--- src/rtl/hsid_best_match_if.sv ---
// Handshake and result bus between the search controller / divider and hsid_best_match.
// The master side drives search control and divider results; the slave side reports the best match.
interface hsid_best_match_if #(
  parameter int unsigned HSP_LIBRARY_WIDTH = 8,
  parameter int unsigned K                 = 32
);
  logic                         clear;
  logic                         start;
  logic [HSP_LIBRARY_WIDTH-1:0] library_size;
  logic                         div_done;
  logic [K-1:0]                 div_quotient;
  logic                         div_overflow;
  logic [HSP_LIBRARY_WIDTH-1:0] div_hsp_ref;

  logic                         idle;
  logic                         ready;
  logic                         done;
  logic                         best_valid;
  logic [K-1:0]                 best_value;
  logic [HSP_LIBRARY_WIDTH-1:0] best_ref;
  logic [HSP_LIBRARY_WIDTH-1:0] result_count;
  logic [HSP_LIBRARY_WIDTH-1:0] overflow_count;

  modport master (
    output clear, start, library_size, div_done, div_quotient, div_overflow, div_hsp_ref,
    input  idle, ready, done, best_valid, best_value, best_ref, result_count, overflow_count
  );

  modport slave (
    input  clear, start, library_size, div_done, div_quotient, div_overflow, div_hsp_ref,
    output idle, ready, done, best_valid, best_value, best_ref, result_count, overflow_count
  );
endinterface

--- src/rtl/hsid_best_match.sv ---
// Tracks the minimum non-overflowed divider quotient over one library search and
// pulses done once the configured number of results has been collected.
module hsid_best_match #(
  parameter int unsigned HSP_LIBRARY_WIDTH = 8,
  parameter int unsigned K                 = 32
) (
  input  logic             clk,
  input  logic             rst,
  hsid_best_match_if.slave bus
);

  localparam int unsigned HW = HSP_LIBRARY_WIDTH;

  typedef enum logic [1:0] {
    IDLE  = 2'd0,
    TRACK = 2'd1,
    DONE  = 2'd2
  } state_t;

  state_t         state_q, state_d;
  logic [HW-1:0]  size_q, size_d;
  logic           best_valid_q, best_valid_d;
  logic [K-1:0]   best_value_q, best_value_d;
  logic [HW-1:0]  best_ref_q, best_ref_d;
  logic [HW-1:0]  result_count_q, result_count_d;
  logic [HW-1:0]  overflow_count_q, overflow_count_d;
  logic [HW-1:0]  result_count_inc;

  assign result_count_inc = HW'(result_count_q + HW'(1));

  // State and result registers
  always_ff @(posedge clk) begin
    if (rst) begin
      state_q          <= IDLE;
      size_q           <= '0;
      best_valid_q     <= 1'b0;
      best_value_q     <= '1;
      best_ref_q       <= '0;
      result_count_q   <= '0;
      overflow_count_q <= '0;
    end else begin
      state_q          <= state_d;
      size_q           <= size_d;
      best_valid_q     <= best_valid_d;
      best_value_q     <= best_value_d;
      best_ref_q       <= best_ref_d;
      result_count_q   <= result_count_d;
      overflow_count_q <= overflow_count_d;
    end
  end

  // Next-state and result update
  always_comb begin
    state_d          = state_q;
    size_d           = size_q;
    best_valid_d     = best_valid_q;
    best_value_d     = best_value_q;
    best_ref_d       = best_ref_q;
    result_count_d   = result_count_q;
    overflow_count_d = overflow_count_q;

    if (bus.clear) begin
      // Abort wins over everything, including a coincident divider result
      state_d          = IDLE;
      size_d           = '0;
      best_valid_d     = 1'b0;
      best_value_d     = '1;
      best_ref_d       = '0;
      result_count_d   = '0;
      overflow_count_d = '0;
    end else begin
      unique case (state_q)
        IDLE: begin
          if (bus.start) begin
            size_d           = bus.library_size;
            best_valid_d     = 1'b0;
            best_value_d     = '1;
            best_ref_d       = '0;
            result_count_d   = '0;
            overflow_count_d = '0;
            state_d          = (bus.library_size == '0) ? DONE : TRACK;
          end
        end
        TRACK: begin
          if (bus.div_done) begin
            result_count_d = result_count_inc;
            if (bus.div_overflow) begin
              overflow_count_d = HW'(overflow_count_q + HW'(1));
            end else if (!best_valid_q || (bus.div_quotient < best_value_q)) begin
              best_valid_d = 1'b1;
              best_value_d = bus.div_quotient;
              best_ref_d   = bus.div_hsp_ref;
            end
            if (result_count_inc == size_q) begin
              state_d = DONE;
            end
          end
        end
        DONE:    state_d = IDLE;
        default: state_d = IDLE;
      endcase
    end
  end

  assign bus.idle           = (state_q == IDLE);
  assign bus.ready          = (state_q == IDLE);
  assign bus.done           = (state_q == DONE);
  assign bus.best_valid     = best_valid_q;
  assign bus.best_value     = best_value_q;
  assign bus.best_ref       = best_ref_q;
  assign bus.result_count   = result_count_q;
  assign bus.overflow_count = overflow_count_q;

endmodule

--- src/flat_wrapper.sv ---
// flat-port wrapper written by rule: the top's interface ports become plain ports
module hsid_best_match_flat 
#(
  parameter int unsigned HSP_LIBRARY_WIDTH = 8,
  parameter int unsigned K                 = 32
)
  (clk, rst, bus_clear, bus_start, bus_library_size, bus_div_done, bus_div_quotient, bus_div_overflow, bus_div_hsp_ref, bus_idle, bus_ready, bus_done, bus_best_valid, bus_best_value, bus_best_ref, bus_result_count, bus_overflow_count);
  hsid_best_match_if #(.HSP_LIBRARY_WIDTH(HSP_LIBRARY_WIDTH), .K(K)) bus_i ();
  input  logic clk;
  input  logic rst;
  input wire logic [$bits(bus_i.clear)-1:0] bus_clear;
  input wire logic [$bits(bus_i.start)-1:0] bus_start;
  input wire logic [$bits(bus_i.library_size)-1:0] bus_library_size;
  input wire logic [$bits(bus_i.div_done)-1:0] bus_div_done;
  input wire logic [$bits(bus_i.div_quotient)-1:0] bus_div_quotient;
  input wire logic [$bits(bus_i.div_overflow)-1:0] bus_div_overflow;
  input wire logic [$bits(bus_i.div_hsp_ref)-1:0] bus_div_hsp_ref;
  output wire logic [$bits(bus_i.idle)-1:0] bus_idle;
  output wire logic [$bits(bus_i.ready)-1:0] bus_ready;
  output wire logic [$bits(bus_i.done)-1:0] bus_done;
  output wire logic [$bits(bus_i.best_valid)-1:0] bus_best_valid;
  output wire logic [$bits(bus_i.best_value)-1:0] bus_best_value;
  output wire logic [$bits(bus_i.best_ref)-1:0] bus_best_ref;
  output wire logic [$bits(bus_i.result_count)-1:0] bus_result_count;
  output wire logic [$bits(bus_i.overflow_count)-1:0] bus_overflow_count;
  assign bus_i.clear = bus_clear;
  assign bus_i.start = bus_start;
  assign bus_i.library_size = bus_library_size;
  assign bus_i.div_done = bus_div_done;
  assign bus_i.div_quotient = bus_div_quotient;
  assign bus_i.div_overflow = bus_div_overflow;
  assign bus_i.div_hsp_ref = bus_div_hsp_ref;
  assign bus_idle = bus_i.idle;
  assign bus_ready = bus_i.ready;
  assign bus_done = bus_i.done;
  assign bus_best_valid = bus_i.best_valid;
  assign bus_best_value = bus_i.best_value;
  assign bus_best_ref = bus_i.best_ref;
  assign bus_result_count = bus_i.result_count;
  assign bus_overflow_count = bus_i.overflow_count;
  hsid_best_match #(.HSP_LIBRARY_WIDTH(HSP_LIBRARY_WIDTH), .K(K)) u_core (.clk(clk), .rst(rst), .bus(bus_i));
endmodule
--- config.mk ---
export PLATFORM = sky130hd
export DESIGN_NAME = hsid_best_match_flat
export DESIGN_NICKNAME = d
export VERILOG_FILES = /design/src/rtl/hsid_best_match_if.sv /design/src/rtl/hsid_best_match.sv /design/src/flat_wrapper.sv
export SDC_FILE = /design/constraint.sdc
export NUM_CORES = 1
export LEC_CHECK = 0
export CORE_MARGIN = 2
export CORE_UTILIZATION = 40
export DETAILED_ROUTE_END_ITERATION = 12
export GPL_ROUTABILITY_DRIVEN = 0
export PLACE_DENSITY = 0.7
export SLEW_MARGIN = 20
export SYNTH_ARGS = -nofsm -noshare
export SYNTH_HDL_FRONTEND = slang
export SYNTH_SLANG_ARGS = --single-unit
--- constraint.sdc ---
create_clock -name clk -period 2.41 [get_ports clk]
set_input_delay 0.482 -clock clk [delete_from_list [all_inputs] [get_ports clk]]
set_output_delay 0.482 -clock clk [all_outputs]
set_load 0.05 [all_outputs]
==> out/qor.txt, run 1 <==
Status = completed
Max-cap violations = 0
Die Ht = 102.1 um
Initial core utilization = 41.43%
Final Slew Violations = 0
Met2 Usage GRT = 31.33%
Synth top area cells = dfxtp_1 (35%), ha_1 (11%), mux2i_1 (10%), nor2_1 (9.2%), nand2_1 (4.9%)
Distinct cell type count after synthesis = 48
Hold Buf Count CTS = 0
Placeable Area = 9284 um2
Sequential share of the synthesized area = 34.87%
Post-route cell area = 5567 um2
Die X = 102.1 um
Flop and latch count out of synthesis = 67
Synth Warn # = 0
Met3 usage = 4.172%
Fin. Hold Viols = 0
Clock sinks = 67
1st-iter DRT viols = 138
Die ar. = 10420 um2
Io pins = 114
Vias in the first global route = 3434
Final Util = 59.96%
Synthesized area = 3846 um2
Arr. time, crit path = 2.65 ns
DPL Wire Length = 7428 um
Final setup vio count = 0
Switching Fraction = 27.40%
Met1 global-route usage = 24.65%
Gate power share = 18.2%
Most frequent cells in the layout = clkdlybuf4s50_1 (108), nor2_1 (94), dfxtp_1 (66)
Post-route insts no fill = 731
Clock tree buffer depth = 2
Leakage power = 2.613 nW
Crit end category = register
WL/cell = 14.28 um
Hold Worst Slack = 0.4484 ns
Kind of critical path = in -> reg
First-pass GRT wire length = 15780 um
DRC Markers = 0
Clk root buf = clkbuf_8
First-pass iteration count of the detailed router = 4
# port buffers = 113
GRT Resource Usage Total = 19.15%
Inst Count DP = 707
CTS tree = done
Synthesis-to-finish area growth = 44.73%
Clk Latency, worst-skew pair = 0.35 ns
CP Cell Sequence = clkdlybuf4s50_1 > ha_1 > a21oi_1 > o21ai_1 > a221oi_2 > a21oi_2 > a31oi_4 > buf_12 > buf_12 > mux2i_1
FFs w/ async S/R, synth = 0%
H-tree depth = 3
Fmax = 0.4194 GHz
Ys flop type = dfxtp_1
Final Skew = 0.01249 ns
Internal cell power = 0.001826 W
Post-DRT Antenna Nets = 0
Most frequent CP cell = buf_12
Most common cell after layout, fill and taps aside = clkdlybuf4s50_1
Share of post-route cells with drive strength above 1 = 10.13%
CP max stage delay = 0.43 ns
Critical Path RT = 2.67 ns
Critical Path Start Type = primary input
Crit path max fanout = 8
Via count = 3649
CP max stage cell = clkdlybuf4s50_1
Syn_nets = 556
Gr ovfl total = 0
Largest net degree at the start of global routing = 26
Post-DP Area = 5145 um2
Antenna Cells = 0
Worst Max-Slew Pin Slew = 0.5519 ns
Sw Pwr = 0.0006895 W
Total wire length = 10440 um
Grt peak-use layer = met2
Seq pwr share = 45.2%
TritonCTS buffer count = 9
Final WS setup = 0.02569 ns
Yosys top cell area share = 34.87%
Avg Cell Area, Syn = 8.201 um2
Final Cycle Share = 98.93%
Post-synth EDFFs = 0
Pre-CTS setup slack = -0.3719 ns
Gate count after technology mapping = 469
Clk slew on worst S/H paths = 0.08 ns
Min Clock Period, post-route = 2.384 ns
Synth area leader = dfxtp_1
Vias per cell = 4.992
Row count = 35
Slew headroom = 63.07%
Peak supply drop = 0.2818 mV
Clock power share = 36.7%
Hold crit path type = in -> reg
Initial antenna violation count = 0
Post-layout nets = 684
Power Dens Cells = 452.0 nW/um2
[timing repair]
action / CTS / global route
cloned: 0 / 4
gates resized for setup: 0 / 15
endpoints found under the setup margin: 1 / 40
setup buffers: 0 / 4
endpoints found under the hold margin: 0 / 0
pin swaps: 1 / 12
[metrics by stage]
step	total power (W)	TNS [ns]
3_5_place_dp	0.001565	-13.20
6_report	0.002516	0
2_1_floorplan	0.001392	0
3_3_place_gp	0.001560	-10.48
4_1_cts	0.002487	0
5_1_grt	0.002615	-0.4385
[sequential cells by signal (all words and copies together), names as in the netlist]
name,count
u_core.bus.best_ref,8
u_core.size_q,8
u_core.state_q,2
u_core.bus.result_count,8
u_core.bus.best_valid,1
u_core.bus.best_value,32
u_core.bus.overflow_count,8
[routing by layer]
| layer | vias up | share of wire, % |
|---|---|---|
| met2 | 103 | 48 |
| met4 | 0 | 1.5 |
| met5 | - | 0 |
| met3 | 12 | 5.1 |
| met1 | 1690 | 45 |
| li1 | 1844 | - |
[final cells by class]
type / count / area, um2
fillers: 853 / 3717
repair buffers: 136 / 1405
multi-input cells: 352 / 2349
clock buffers: 9 / 123.9
inverters: 31 / 116.4
well taps: 129 / 161.4
flip-flops and latches: 67 / 1343
clock inverters: 7 / 68.82
[power groups by stage]
stage	registers [W]	clock network (W)	logic, W
floorplan	0.00119	0	0.000204
global placement	0.00116	0	0.000399
detailed placement	0.00116	0	0.000404
CTS	0.00114	0.000946	0.000406
global route	0.00114	0.000987	0.000491
finish	0.00114	0.000923	0.000457
[critical path, delay by kind of cell]
kind,cells,cell delay (ns)
compound gates,5,0.88
fa+ha+maj,1,0.33
buf+inv,3,0.73
mux,1,0.20
[logic make-up after synthesis]
family,count (synthesis),share of synthesized area (%)
multiplexers,40,10.41
XOR/XNOR,15,3.416
adder cells (fa/ha/maj),33,10.74
AND/OR/NAND/NOR,198,23.23
buffers and inverters,50,6.376
flip-flops,67,34.87
AO/OA/AOI/OAI,66,10.96
[path summary, 6_finish.rpt]
path                            slack [ns]                                  start                                endpoint  cells after the start
worst min-delay path                  0.45                    bus_div_quotient[1]   u_core.bus.best_value[1]$_SDFFE_PP1P_                      3
worst min register to register        0.46    u_core.bus.best_ref[5]$_SDFFE_PP0P_     u_core.bus.best_ref[5]$_SDFFE_PP0P_                      2
worst max-delay path                  0.03                   bus_div_quotient[19]  u_core.bus.best_value[18]$_SDFFE_PP1P_                     10
worst max register to register        0.10  u_core.bus.best_value[1]$_SDFFE_PP1P_  u_core.bus.best_value[18]$_SDFFE_PP1P_                      9
[cells in the mapped netlist, types with 3 or more instances]
cell type  count
clkbuf_1      11
nand2b_1       5
o21ai_0       10
nor3_1         7
a21oi_1       35
nand3_1       10
nor2b_1        3
inv_1         31
xnor2_1        6
nand4_1        7
dfxtp_1       67
or2_2          4
mux2i_1       40
and3_1         3
nor2_1        94
nand2_1       50
xor2_1         9
ha_1          33
nand3b_1       4
buf_8          4
Power figures use the tool's default switching activity.
==> run 2: changes to the inputs <==
REMOVE_ABC_BUFFERS = 1   (was unset)
==> out/qor.txt, run 2 (synthesis results as in run 1) <==
Die Ht = 102.1 um (unchanged)
Post-DRT Antenna Nets = 0 (unchanged)
First-pass GRT wire length = 16520 um (+4.7%)
Gate power share = 19.3% (+1.1 points)
Grt peak-use layer = met2
Row count = 35 (unchanged)
CP max stage delay = 0.56 ns (+0.13 ns)
# port buffers = 113 (unchanged)
Io pins = 114 (unchanged)
Peak supply drop = 0.2725 mV (-3.3%)
1st-iter DRT viols = 140 (+1.4%)
Internal cell power = 0.001725 W (-5.6%)
Die ar. = 10420 um2 (unchanged)
Worst Max-Slew Pin Slew = 0.5514 ns (-0.0005242 ns)
Crit-path leading delay family = buffers and inverters
Initial core utilization = 41.43% (unchanged)
Critical path launch point = bus_div_quotient[29]
Clk root buf = clkbuf_8
Post-layout nets = 686 (+0.29%)
Setup TNS = 0 ns (unchanged)
Inst Count DP = 713 (+0.85%)
Clock power share = 33.3% (-3.4 points)
Die X = 102.1 um (unchanged)
Vias per cell = 5.046 (+1.1%)
Crit end category = register
Share of post-route cells with drive strength above 1 = 10.76% (+0.63 points)
Number of flip-flops in the largest register = 32 (unchanged)
Final Slew Violations = 0 (unchanged)
Total wire length = 10810 um (+3.6%)
Most frequent cells in the layout = clkdlybuf4s50_1 (96), nor2_1 (94), dfxtp_1 (66)
Worst hold start = bus_div_quotient[24]
Largest net degree at the start of global routing = 34 (+31%)
Kind of critical path = in -> reg
Reg2reg setup slack = 0.11 ns (about the same)
Fmax = 0.4225 GHz (+0.73%)
CTS tree = done
Clock tree buffer depth = 2 (unchanged)
Final Cycle Share = 98.22% (-0.71 points)
First-pass iteration count of the detailed router = 4 (unchanged)
Critical Path Start Type = primary input
Gr ovfl total = 0 (unchanged)
Met3 usage = 3.694% (-0.48 points)
H-tree depth = 3 (unchanged)
Reg2reg start = u_core.bus.best_value[1]$_SDFFE_PP1P_
Arr. time, crit path = 2.64 ns (about the same)
Power Dens Cells = 423.9 nW/um2 (-6.2%)
Seq pwr share = 47.3% (+2.1 points)
Hold Buf Count CTS = 0 (unchanged)
Met2 Usage GRT = 32.59% (+1.3 points)
Leakage power = 2.713 nW (+3.8%)
Met1 global-route usage = 25.86% (+1.2 points)
Crit path buffers/inverters = 3 (unchanged)
Clk slew on worst S/H paths = 0.08 ns (about the same)
Hold Worst Slack = 0.4505 ns (+0.002140 ns)
DPL Wire Length = 7672 um (+3.3%)
Status = completed
Final Skew = 0.01086 ns (-0.001636 ns)
Clock sinks = 67 (unchanged)
Crit path max fanout = 7 (-1)
CP Cell Sequence = clkdlybuf4s50_1 > ha_4 > nand4_1 > nor4_4 > a221oi_2 > a21oi_2 > a31oi_4 > buf_12 > clkbuf_16 > mux2i_1
Hold crit path type = in -> reg
Switching Fraction = 28.10% (+0.69 points)
Vias in the first global route = 3628 (+5.6%)
Critical Path RT = 2.68 ns (about the same)
Initial antenna violation count = 1 (+1)
Post-route insts no fill = 734 (+0.41%)
Via count = 3704 (+1.5%)
Max-cap violations = 0 (unchanged)
GRT Resource Usage Total = 19.84% (+0.69 points)
TritonCTS buffer count = 9 (unchanged)
CP max stage cell = clkdlybuf4s50_1
Min Clock Period, post-route = 2.367 ns (-0.01721 ns)
Most common cell after layout, fill and taps aside = clkdlybuf4s50_1
DRC Markers = 0 (unchanged)
Final setup vio count = 0 (unchanged)
WL/cell = 14.73 um (+3.1%)
Clk Latency, worst-skew pair = 0.34 ns (about the same)
Synthesis-to-finish area growth = 47.14%
Sw Pwr = 0.0006740 W (-2.2%)
Placeable Area = 9284 um2 (unchanged)
Overall Power = 0.002399 W (-4.6%)
Fin. Hold Viols = 0 (unchanged)
Slew headroom = 63.10% (about the same)
[run 2: changes by cell type in the layout (fill, tap and decap cells not counted), sizes merged, moves of 2 or more]
cell,change
clkinvlp,-2
clkdlybuf4s50,-12
clkbuf,+3
buf,+2
dlymetal6s2s,+13
[run 2: worst paths after layout]
path,depth (start not counted),endpoint
max,10,u_core.bus.best_value[7]$_SDFFE_PP1P_
min,3,u_core.bus.best_value[24]$_SDFFE_PP1P_
max reg2reg,9,u_core.bus.best_value[7]$_SDFFE_PP1P_
min reg2reg,2,u_core.bus.best_ref[5]$_SDFFE_PP0P_
[run 2: what timing repair did]
item | 4_1_cts | 5_1_grt
endpoints found under the setup margin | 2 | 40
gates resized for setup | 1 | 37
buffers inserted | 0 | 2
pin swaps | 0 | 15
cloned | 0 | 2
endpoints found under the hold margin | 0 | 0
[run 2: metrics by stage]
step | util (%) | cell area [um2] | setup WS [ns]
after global routing | 60.96 | 5659 | -0.01463
after CTS | 57.63 | 5350 | 0.02284
after global placement | 55.93 | 5192 | -0.2786
after floorplan | - | 3717 | -0.6756
after detailed placement | 55.93 | 5192 | -0.3594
final | 60.96 | 5659 | 0.04290
[run 2: worst reg2reg max path: stages, from the launching register on]
cell,delay [ns]
dfxtp_2,0.34
inv_1,0.04
ha_1,0.27
a2111o_1,0.43
a32oi_1,0.21
o211ai_1,0.18
a31oi_4,0.24
buf_12,0.16
clkbuf_16,0.16
mux2i_1,0.19
[run 2: power groups by stage]
stage               Sequential, W  Combinational, W  Clock (W)
floorplan                 0.00119          0.000180          0
global placement          0.00116          0.000408          0
detailed placement        0.00116          0.000414          0
CTS                       0.00114          0.000418   0.000817
global route              0.00114          0.000499   0.000864
finish                    0.00114          0.000463   0.000800
[run 2: final cells by class]
type                    instances  area (um2)
diodes                          1       2.502
clock buffers                  13       138.9
clock inverters                 3       15.01
fillers                       836        3625
inverters                      31       116.4
multi-input cells             352        2436
flip-flops and latches         67        1343
well taps                     129       161.4
repair buffers                138        1446
[run 2: per-layer routing]
metal / part of all wire [%] / wire (um)
met5: 0 / 0
met2: 47 / 5049
met1: 46 / 5022
met3: 4.8 / 518
met4: 2.0 / 219
